==> src/rtl/pwm_multi_channel.sv <==
// Purpose    : NUM_CH-channel PWM generator with shared period/prescaler, per-channel duty and enables.
// Latency    : out/period_start registered one clock after the counter state; duty write visible 2 clocks after wr_en.
// Backpressure: none; one register write accepted every cycle, writes to unmapped addresses are dropped.
//
// Ports:
//   clk, rst_n         rising-edge clock, synchronous active-low reset
//   wr_en/addr/data    register write port: 0..NUM_CH-1 duty, NUM_CH top, NUM_CH+1 prescaler
//   en_out, en_pwm     per-channel output enable / PWM enable (en_pwm=0 forces the output high)
//   out                registered channel outputs
//   period_start       one-cycle pulse after the period counter wraps to 0
//
// Optional feature: define PWM_SHADOW_EN to latch duty values into shadow
// registers at each period wrap, so duty changes only take effect on period
// boundaries. Without it, duty writes act immediately.

module pwm_multi_channel #(
    parameter int NUM_CH = 16,
    parameter int CNT_W  = 8,
    parameter int PRE_W  = 4,
    localparam int ADDR_W = $clog2(NUM_CH + 2)
) (
    input  logic              clk,
    input  logic              rst_n,
    input  logic              wr_en,
    input  logic [ADDR_W-1:0] wr_addr,
    input  logic [CNT_W-1:0]  wr_data,
    input  logic [NUM_CH-1:0] en_out,
    input  logic [NUM_CH-1:0] en_pwm,
    output logic [NUM_CH-1:0] out,
    output logic              period_start
);

    logic [CNT_W-1:0]  duty [NUM_CH];
    logic [CNT_W-1:0]  d    [NUM_CH];
    logic [CNT_W-1:0]  top;
    logic [PRE_W-1:0]  pre;
    logic [PRE_W-1:0]  pcnt;
    logic [CNT_W-1:0]  cnt;
    logic              tick;
    logic              wrap;
    logic [NUM_CH-1:0] pwm;

    // Register bank
    always_ff @(posedge clk) begin
        if (!rst_n) begin
            for (int i = 0; i < NUM_CH; i++) duty[i] <= '0;
            top <= '1;
            pre <= '0;
        end else if (wr_en) begin
            for (int i = 0; i < NUM_CH; i++) begin
                if (int'(wr_addr) == i) duty[i] <= wr_data;
            end
            if (int'(wr_addr) == NUM_CH)     top <= wr_data;
            if (int'(wr_addr) == NUM_CH + 1) pre <= PRE_W'(wr_data);
        end
    end

    // '>=' rather than '==' so that lowering pre/top below the running count
    // wraps on the next opportunity instead of running the counter all the way round.
    assign tick = (pcnt >= pre);
    assign wrap = tick && (cnt >= top);

    always_ff @(posedge clk) begin
        if (!rst_n) begin
            pcnt         <= '0;
            cnt          <= '0;
            period_start <= 1'b0;
        end else begin
            pcnt         <= tick ? '0 : PRE_W'(pcnt + 1'b1);
            if (tick) cnt <= wrap ? '0 : CNT_W'(cnt + 1'b1);
            period_start <= wrap;
        end
    end

`ifdef PWM_SHADOW_EN
    logic [CNT_W-1:0] sh [NUM_CH];

    // Shadow load samples the duty value present before any same-cycle write.
    always_ff @(posedge clk) begin
        if (!rst_n) begin
            for (int i = 0; i < NUM_CH; i++) sh[i] <= '0;
        end else if (wrap) begin
            for (int i = 0; i < NUM_CH; i++) sh[i] <= duty[i];
        end
    end

    always_comb begin
        for (int i = 0; i < NUM_CH; i++) d[i] = sh[i];
    end
`else
    always_comb begin
        for (int i = 0; i < NUM_CH; i++) d[i] = duty[i];
    end
`endif

    // All-ones duty is pinned high so a full-scale setting never dips low at cnt == top.
    always_comb begin
        pwm = '0;
        for (int i = 0; i < NUM_CH; i++) begin
            pwm[i] = (cnt < d[i]) || (d[i] == '1);
        end
    end

    always_ff @(posedge clk) begin
        if (!rst_n) out <= '0;
        else        out <= en_out & (~en_pwm | pwm);
    end

endmodule

==> config.mk <==
export PLATFORM = sky130hd
export DESIGN_NAME = pwm_multi_channel
export DESIGN_NICKNAME = d
export VERILOG_FILES = /design/src/rtl/pwm_multi_channel.sv
export SDC_FILE = /design/constraint.sdc
export NUM_CORES = 1
export LEC_CHECK = 0
export CORE_MARGIN = 5
export CORE_UTILIZATION = 50
export DETAILED_ROUTE_END_ITERATION = 12
export PLACE_DENSITY = 0.72
export SETUP_SLACK_MARGIN = 0.5
export SLEW_MARGIN = 5
export SYNTH_ARGS = -nofsm -noshare
export SYNTH_HDL_FRONTEND = slang
export SYNTH_SLANG_ARGS = --single-unit
export TNS_END_PERCENT = 1
==> constraint.sdc <==
create_clock -name clk -period 2.35 [get_ports clk]
set_clock_uncertainty 0.05 [all_clocks]
set_input_delay 0.5875 -clock clk [delete_from_list [all_inputs] [get_ports clk]]
set_output_delay 0.5875 -clock clk [all_outputs]
set_load 0.01 [all_outputs]
==> results.sh, run 1 <==
export IMPL_cts_buffers=17
export IMPL_worstMarginPinSlew_ns=0.572
export IMPL_initial_core_util_pct=50.3
export IMPL_grt_overflow=0
export IMPL_drt_initial_drc_count=437
export IMPL_fin_crit_sh_pct=82.3
export IMPL_cts_sinks=169
export IMPL_outcome="complete, no violations"
export IMPL_ios=65
export IMPL_synth_cell_types=43
export IMPL_finalWeightedCongestion=0.796
export IMPL_ys_ff_latch=169
export IMPL_vdd_drop_max_uv=559
export IMPL_clock_path_buffers=2
export IMPL_clkLatencyLatePin_ns=0.43
export IMPL_syn_to_final_growth_pct=23.5
export IMPL_htree_levels=4
export IMPL_yosysWarnings=0
export IMPL_dieArea_um2=21500
export IMPL_arrival_ns=2.23
export IMPL_synth_edf_count=128
export IMPL_critical_path_startpoint="top[4]"
export IMPL_cp_end_kind="flop"
export IMPL_firstDrtPassIters=5
export IMPL_synth_top_flop_cell="edfxtp_1"
export IMPL_grt_pass1_vias=7055
export IMPL_finalNetCount=1189
export IMPL_fp_dieW_um=147
export IMPL_crit_fanout=6
export IMPL_routed_wl_mm=22.4
export IMPL_grt_max_degree=23
export IMPL_viasPerCell=5.51
export IMPL_cts_tree="yes"
export IMPL_cts_root_buf="clkbuf_16"
export IMPL_fp_row_count=50
export IMPL_syn_area_per_cell_um2=10.5
export IMPL_die_h_um=147
export IMPL_syn_inst=894
export IMPL_fin_cells=1262
export IMPL_final_common_cell="inv_1"
export IMPL_core_area_um2=18600
export IMPL_ant_nets=0
export IMPL_dpl_cell_area_um2=10800
export IMPL_clk_pin_slew_ns=0.06
export IMPL_startpoint_type="flop"
export IMPL_layout_min_cycle_time_ns=1.93
export IMPL_worstSetupPathType="flop to flop"
export IMPL_finalMaxSlewViolations=0
export IMPL_hold_class="flop to flop"
export IMPL_r2r_start="top[4]"
export IMPL_dp_cells=1225
export IMPL_syn_cell_area_um2=9350
export IMPL_worstPathRequired_ns=2.64
export IMPL_ys_async_sr_fraction_pct=0
export IMPL_final_cell_mix="inv_1 (131), edfxtp_1 (128), ha_1 (121)"
export IMPL_diodes=0
export IMPL_rsz0062_at_grt="yes"
export IMPL_drc=0
export IMPL_yosysSeqAreaShare_pct=49.9
export IMPL_setup_viol=0
export IMPL_dp_hpwl_mm=15.6
export IMPL_finalPower_uw=7530
export IMPL_relSlewSlack_pct=61.8
export IMPL_hp_start="top[4]"
export IMPL_grt_pass1_wl_mm=35.9
export IMPL_grt_usage_pct=21.4
export IMPL_drv_cap=0
export IMPL_vias=6951
export IMPL_drive_gt1_share_pct=12.8
export IMPL_max_freq_ghz=0.517
export IMPL_finalHoldViolations=0
export IMPL_wl_per_cell_um=17.7
export IMPL_port_buffers=64
export IMPL_cts_hold_buf=0
export IMPL_power_density_cell_area_nw_per_um2=652
export IMPL_syn_nets=1068
export IMPL_stdcell_area_um2=11500
export IMPL_leakagePower_uw=0.00554
export IMPL_antenna_found_initial=0
-- Yosys cell counts (3+ instances only) --
cell type,n,area (um2)
nand2b_1,18,113
o31ai_1,17,128
or3_1,3,18.8
clkbuf_1,18,67.6
inv_1,134,503
o211ai_1,5,37.5
o21ai_0,6,30.0
nor2_1,107,402
a21oi_1,36,180
nand2_1,62,233
mux2i_1,12,120
nand4_1,55,344
a211oi_1,16,120
o21a_1,16,120
dfxtp_1,41,821
buf_2,3,15.0
nand3_1,11,55.1
nor3_1,3,15.0
nor2b_1,4,25.0
or2_2,3,18.8
edfxtp_1,128,3840
a21o_1,50,375
ha_1,126,1580
-- logic make-up (layout without fill, tap and decap cells) --
logic type,count (synthesis),in the layout,share of synthesized area (%)
simple gates,274,274,13.8
flops,169,169,49.9
buf+inv,158,292,6.50
compound gates,153,153,11.5
fa+ha+maj,126,126,16.9
mux,12,12,1.28
xor+xnor,2,2,0.187
-- registers in the layout (all words and copies together), names as in the netlist --
register / flops
duty: 128
out: 16
cnt: 8
top: 8
pcnt: 4
pre: 4
period_start: 1
-- layer usage --
layer,vias to the layer above,wire length (um),global-route usage [%],share of wire (%)
met5,-,0,0,0
met4,0,580,7.53,2.6
met3,48,1090,4.01,4.9
met2,195,11100,37.3,50
met1,3290,9570,26.8,43
li1,3418,-,-,-
-- worst max-delay path, stage by stage, from the launching register on --
cell and delay (ns):
dfxtp_2 0.32, inv_1 0.07, ha_2 0.26, o2111a_1 0.24
a221oi_2 0.34, buf_12 0.16, or3b_1 0.34, o221ai_1 0.07
-- worst paths after layout --
path / end / slack [ns] / cells after the start
worst max-delay path: cnt[2] / 0.42 / 7
worst min-delay path: top[4] / 0.42 / 2
worst max register to register: cnt[2] / 0.42 / 7
worst min register to register: top[4] / 0.42 / 2
-- stage by stage --
step | setup WS [ns] | setup TNS (ns) | hold WS, ns | util, %
floorplan | 0.444 | 0 | 0.380 | -
global route | 0.322 | 0 | 0.444 | 62.1
global placement | -0.0551 | -1.30 | 0.407 | 58.0
finish | 0.417 | 0 | 0.422 | 62.1
CTS | 0.415 | 0 | 0.420 | 62.1
detailed placement | -0.105 | -3.00 | 0.419 | 58.0
-- final cells by class --
cell class,instances,area (um2)
multi-input cells,567,4190
clock inverters,13,248
inverters,134,503
fillers,1451,7030
flip-flops and latches,169,4680
clock buffers,19,433
repair buffers,126,1200
well taps,234,293
-- repair_timing --
action                                  CTS  global route
endpoints found under the setup margin  142           142
endpoints found under the hold margin     0             0
setup buffers                             5             0
pin swaps                                11             1
resized for setup                        20             1
-- power breakdown --
part	total [uW]	switching (uW)	leakage [uW]	internal [uW]
combinational	819	446	0.00365	373
clock	3230	1130	0.000325	2100
sequential	3480	92.3	0.00156	3390
total	7530	1670	0.00554	5860
No activity file was read; power rests on OpenSTA's default activity.
==> inputs of run 2 (changes only) <==
Settings changed: PLACE_DENSITY 0.72 to 0.69.
Clock period 2.35 ns to 1.8 ns, I/O delays scaled along.
==> results.sh, run 2 (synthesis results as in run 1) <==
export IMPL_slowest_delay_ns=0.38
export IMPL_cts_hold_buf=0
export IMPL_cp_slowest_cell="or3b_4"
export IMPL_worstSetupPathType="flop to flop"
export IMPL_layout_min_cycle_time_ns=1.91
export IMPL_min_to="top[5]"
export IMPL_vias=7143
export IMPL_finalNetCount=1217
export IMPL_rsz0062_at_grt="yes"
export IMPL_arrival_ns=2.20
export IMPL_antenna_found_initial=0
export IMPL_fp_dieW_um=147
export IMPL_worstPathRequired_ns=2.09
export IMPL_regToRegSetupSlack_ns=-0.11
export IMPL_path_cells="inv_1 > ha_2 > o2111a_1 > a221oi_2 > buf_4 > or3b_4 > o221ai_2"
export IMPL_cts_buffers=17
export IMPL_syn_to_final_growth_pct=29.8
export IMPL_crit_fanout=5
export IMPL_holdPathStages=2
export IMPL_diodes=0
export IMPL_cp_end_kind="flop"
export IMPL_cts_tree="yes"
export IMPL_path_buf_inv=2
export IMPL_finalHoldViolations=0
export IMPL_outcome="complete, but fails checks"
export IMPL_max_freq_ghz=0.523
export IMPL_finalWeightedCongestion=0.836
export IMPL_critical_path_top_delay_family="compound AO/OA/AOI/OAI gates"
export IMPL_hold_ws_ns=0.262
export IMPL_grt_pass1_vias=7169
export IMPL_grt_pass1_wl_mm=37.1
export IMPL_final_common_cell="inv_1"
export IMPL_grt_max_degree=22
export IMPL_relSlewSlack_pct=73.9
export IMPL_rr_endpoint="cnt[2]"
export IMPL_ant_nets=0
export IMPL_fin_crit_sh_pct=106
export IMPL_grt_usage_pct=22.3
export IMPL_initial_core_util_pct=50.3
export IMPL_vdd_drop_max_uv=773
export IMPL_finalMaxSlewViolations=0
export IMPL_htree_levels=4
export IMPL_fillers=1445
export IMPL_clock_path_buffers=2
export IMPL_die_h_um=147
export IMPL_startpoint_type="flop"
export IMPL_port_buffers=64
export IMPL_stdcell_area_um2=12100
export IMPL_post_route_util_pct=65.3
export IMPL_hp_start="rst_n"
export IMPL_violations="negative setup slack"
export IMPL_grt_overflow=0
export IMPL_drt_initial_drc_count=473
export IMPL_wl_per_cell_um=18.2
export IMPL_dpl_cell_area_um2=11100
export IMPL_final_cell_mix="inv_1 (130), edfxtp_1 (128), ha_1 (116)"
export IMPL_largest_reg_flops=128
export IMPL_core_area_um2=18600
export IMPL_finalPower_uw=9780
export IMPL_ios=65
export IMPL_setup_viol=6
export IMPL_cts_root_buf="clkbuf_16"
export IMPL_r2r_start="top[4]"
export IMPL_fin_ws_ns=-0.113
export IMPL_drc=0
export IMPL_dp_hpwl_mm=16.3
export IMPL_power_density_cell_area_nw_per_um2=805
export IMPL_r2r_cells=7
export IMPL_top_register="duty"
export IMPL_critical_path_startpoint="top[4]"
export IMPL_hold_class="primary input to flop"
export IMPL_worstMarginPinSlew_ns=0.392
export IMPL_dieArea_um2=21500
export IMPL_cts_sinks=169
export IMPL_reg_largest_list="duty (128), out (16)"
export IMPL_drv_cap=0
export IMPL_drive_gt1_share_pct=23.1
export IMPL_place_ws_ns=-0.459
export IMPL_fp_row_count=50
export IMPL_clkLatencyLatePin_ns=0.43
export IMPL_leakagePower_uw=0.00584
export IMPL_routed_wl_mm=23.5
export IMPL_viasPerCell=5.54
export IMPL_clk_pin_slew_ns=0.06
export IMPL_firstDrtPassIters=6
run 2: changes by cell type in the layout (fill, tap and decap cells not counted), sizes merged:
cell	before	now
buf	63	114
bufinv	7	5
clkdlybuf4s50	61	40
clkinv	3	6
clkinvlp	2	1
dlygate4sd2	2	0
run 2: worst reg2reg max path: stages (launching register included):
cell,delay (ns)
dfxtp_1,0.33
inv_1,0.05
ha_2,0.26
o2111a_1,0.24
a221oi_2,0.27
buf_4,0.18
or3b_4,0.38
o221ai_2,0.07
run 2: worst max-delay path by stage:
stage / depth (start not counted) / endpoint / slack [ns]
after global routing: 7 / cnt[2] / -0.24
after global placement: 8 / duty[0][43] / -0.42
final: 7 / cnt[2] / -0.11
after detailed placement: 8 / duty[1][10] / -0.46
after floorplan: 10 / cnt[5] / -0.07
after CTS: 8 / cnt[2] / -0.10
run 2: layout make-up:
class / instances / area, um2 / share of cell area, %
clock buffer: 19 / 443 / 3.65
timing repair buffer: 154 / 1520 / 12.5
tap: 234 / 293 / 2.41
sequential: 169 / 4700 / 38.7
clock inverter: 13 / 199 / 1.64
multi-input combinational: 567 / 4480 / 36.9
inverter: 134 / 505 / 4.16
run 2: through the flow:
step	setup TNS, ns	std cells
floorplan	-0.234	894
global placement	-60.03	1256
detailed placement	-65.15	1256
CTS	-0.236	1289
global route	-1.36	1290
finish	-0.400	1290
run 2: repair_timing:
action | 4_1_cts | 5_1_grt
setup buffers | 1 | 1
hold endpoints to repair | 0 | 0
cloned | 0 | 0
resized for setup | 171 | 44
pin swaps | 50 | 26
endpoints found under the setup margin | 266 | 161
run 2: power breakdown:
group	internal [uW]	leakage [uW]	switching, uW
logic	592	0.00395	650
registers	4430	0.00157	128
clock network	2490	0.000315	1490
run 2: per-layer routing:
layer | up-vias | GRT usage (%) | wire (um)
li1 | 3468 | - | -
met3 | 47 | 4.50 | 1080
met1 | 3448 | 28.2 | 10100
met5 | - | 0 | 0
met2 | 180 | 38.2 | 11700
met4 | 0 | 8.09 | 593
==> inputs of run 3 (changes only) <==
Settings changed: CAP_MARGIN set to 20.
Clock period 1.8 ns to 2 ns, I/O delays scaled along.
==> results.sh, run 3 (synthesis results as in run 1) <==
export IMPL_wl_met1_mm=10.1
export IMPL_worstPathRequired_ns=2.27
export IMPL_ios=65
export IMPL_finalNetCount=1202
export IMPL_fp_row_count=50
export IMPL_setup_viol=0
export IMPL_arrival_ns=2.16
export IMPL_viasPerCell=5.53
export IMPL_cts_root_buf="clkbuf_16"
export IMPL_top_layer_used="met5"
export IMPL_hold_class="flop to flop"
export IMPL_clkLatencyLatePin_ns=0.43
export IMPL_finalWeightedCongestion=0.818
export IMPL_layout_min_cycle_time_ns=1.89
export IMPL_finalHoldViolations=0
export IMPL_port_buffers=64
export IMPL_ant_nets=0
export IMPL_finalPower_uw=8360
export IMPL_largest_reg_flops=128
export IMPL_fillers=1446
export IMPL_relSlewSlack_pct=73.5
export IMPL_grt_pass1_wl_mm=35.7
export IMPL_clock_path_buffers=2
export IMPL_multi_input_area_um2=4570
export IMPL_reg_largest_list="duty (128), out (16)"
export IMPL_dieArea_um2=21500
export IMPL_outcome="complete, no violations"
export IMPL_initial_core_util_pct=50.3
export IMPL_drt_initial_drc_count=459
export IMPL_top_register="duty"
export IMPL_vias=7045
export IMPL_routed_wl_mm=23.3
export IMPL_antenna_found_initial=1
export IMPL_diodes=0
export IMPL_max_freq_ghz=0.530
export IMPL_final_common_cell="inv_1"
export IMPL_grt_overflow=0
export IMPL_wl_per_cell_um=18.3
export IMPL_cts_buffers=17
export IMPL_syn_to_final_growth_pct=29.2
export IMPL_fin_crit_sh_pct=94.3
export IMPL_worstMarginPinSlew_ns=0.398
export IMPL_crit_fanout=5
export IMPL_final_cell_mix="inv_1 (129), edfxtp_1 (128), nor2_1 (106)"
export IMPL_worstSetupPathType="flop to flop"
export IMPL_grt_pass1_vias=6876
export IMPL_cts_sinks=169
export IMPL_die_h_um=147
export IMPL_finalMaxSlewViolations=0
export IMPL_post_route_util_pct=65.0
export IMPL_drive_gt1_share_pct=19.0
export IMPL_cp_end_kind="flop"
export IMPL_drv_cap=0
export IMPL_core_area_um2=18600
export IMPL_startpoint_type="flop"
export IMPL_dp_hpwl_mm=16.0
export IMPL_leakagePower_uw=0.00591
export IMPL_htree_levels=4
export IMPL_cts_tree="yes"
export IMPL_rsz0062_at_grt="yes"
export IMPL_regArea_um2=4700
export IMPL_grt_usage_pct=21.4
export IMPL_power_density_cell_area_nw_per_um2=692
export IMPL_clk_pin_slew_ns=0.06
export IMPL_wl_met2_mm=11.5
export IMPL_vdd_drop_max_uv=673
export IMPL_firstDrtPassIters=5
export IMPL_wl_met3_mm=1.20
export IMPL_fp_dieW_um=147
export IMPL_grt_max_degree=22
export IMPL_cts_hold_buf=0
export IMPL_drc=0
==> run 3: layout make-up <==
class,instances,area share (%)
tap,234,2.42
timing repair buffer,139,12.0
multi-input combinational,567,37.8
clock inverter,9,0.818
clock buffer,23,3.87
inverter,134,4.18
sequential,169,38.9
==> run 3: critical path, cell delays in order (launching register included) <==
cell and delay, ns:
dfxtp_2 0.32, inv_1 0.05, ha_2 0.26, o2111a_1 0.24
a221oi_2 0.35, buf_4 0.20, nand2_4 0.08, o211ai_1 0.23
==> run 3: power by group <==
part	internal (uW)	total, uW	switching [uW]
Sequential	3980	4100	115
Combinational	502	1070	565
Clock	1890	3200	1300
Total	6380	8360	1980
==> run 3: layer usage <==
| metal | track usage [%] | up-vias |
|---|---|---|
| li1 | - | 3434 |
| met1 | 28.1 | 3385 |
| met3 | 4.10 | 36 |
| met5 | 0 | - |
| met4 | 7.01 | 2 |
| met2 | 36.0 | 188 |
==> run 3: worst paths after layout <==
check / start / end / slack (ns) / cells after the start
worst min-delay path: pcnt[0] / pcnt[0] / 0.38 / 1
worst max register to register: top[4] / cnt[3] / 0.11 / 7
worst max-delay path: top[4] / cnt[3] / 0.11 / 7
worst min register to register: pcnt[0] / pcnt[0] / 0.38 / 1
==> run 3: stage by stage <==
step           TNS (ns)  cells  setup WS (ns)  hold slack [ns]  area (um2)
2_1_floorplan         0    894          0.127            0.380        9430
3_3_place_gp     -26.65   1239         -0.274            0.396       10900
3_5_place_dp     -29.64   1239         -0.289            0.415       10900
4_1_cts               0   1274          0.108            0.423       11500
5_1_grt        -0.00427   1275       -0.00427            0.399       12100
6_report              0   1275          0.113            0.382       12100
==> run 3: what timing repair did <==
item	CTS	global route
gates resized for setup	12	106
endpoints found under the setup margin	266	266
hold endpoints to repair	0	0
gates cloned	0	0
pin swaps	10	90
setup buffers	3	1
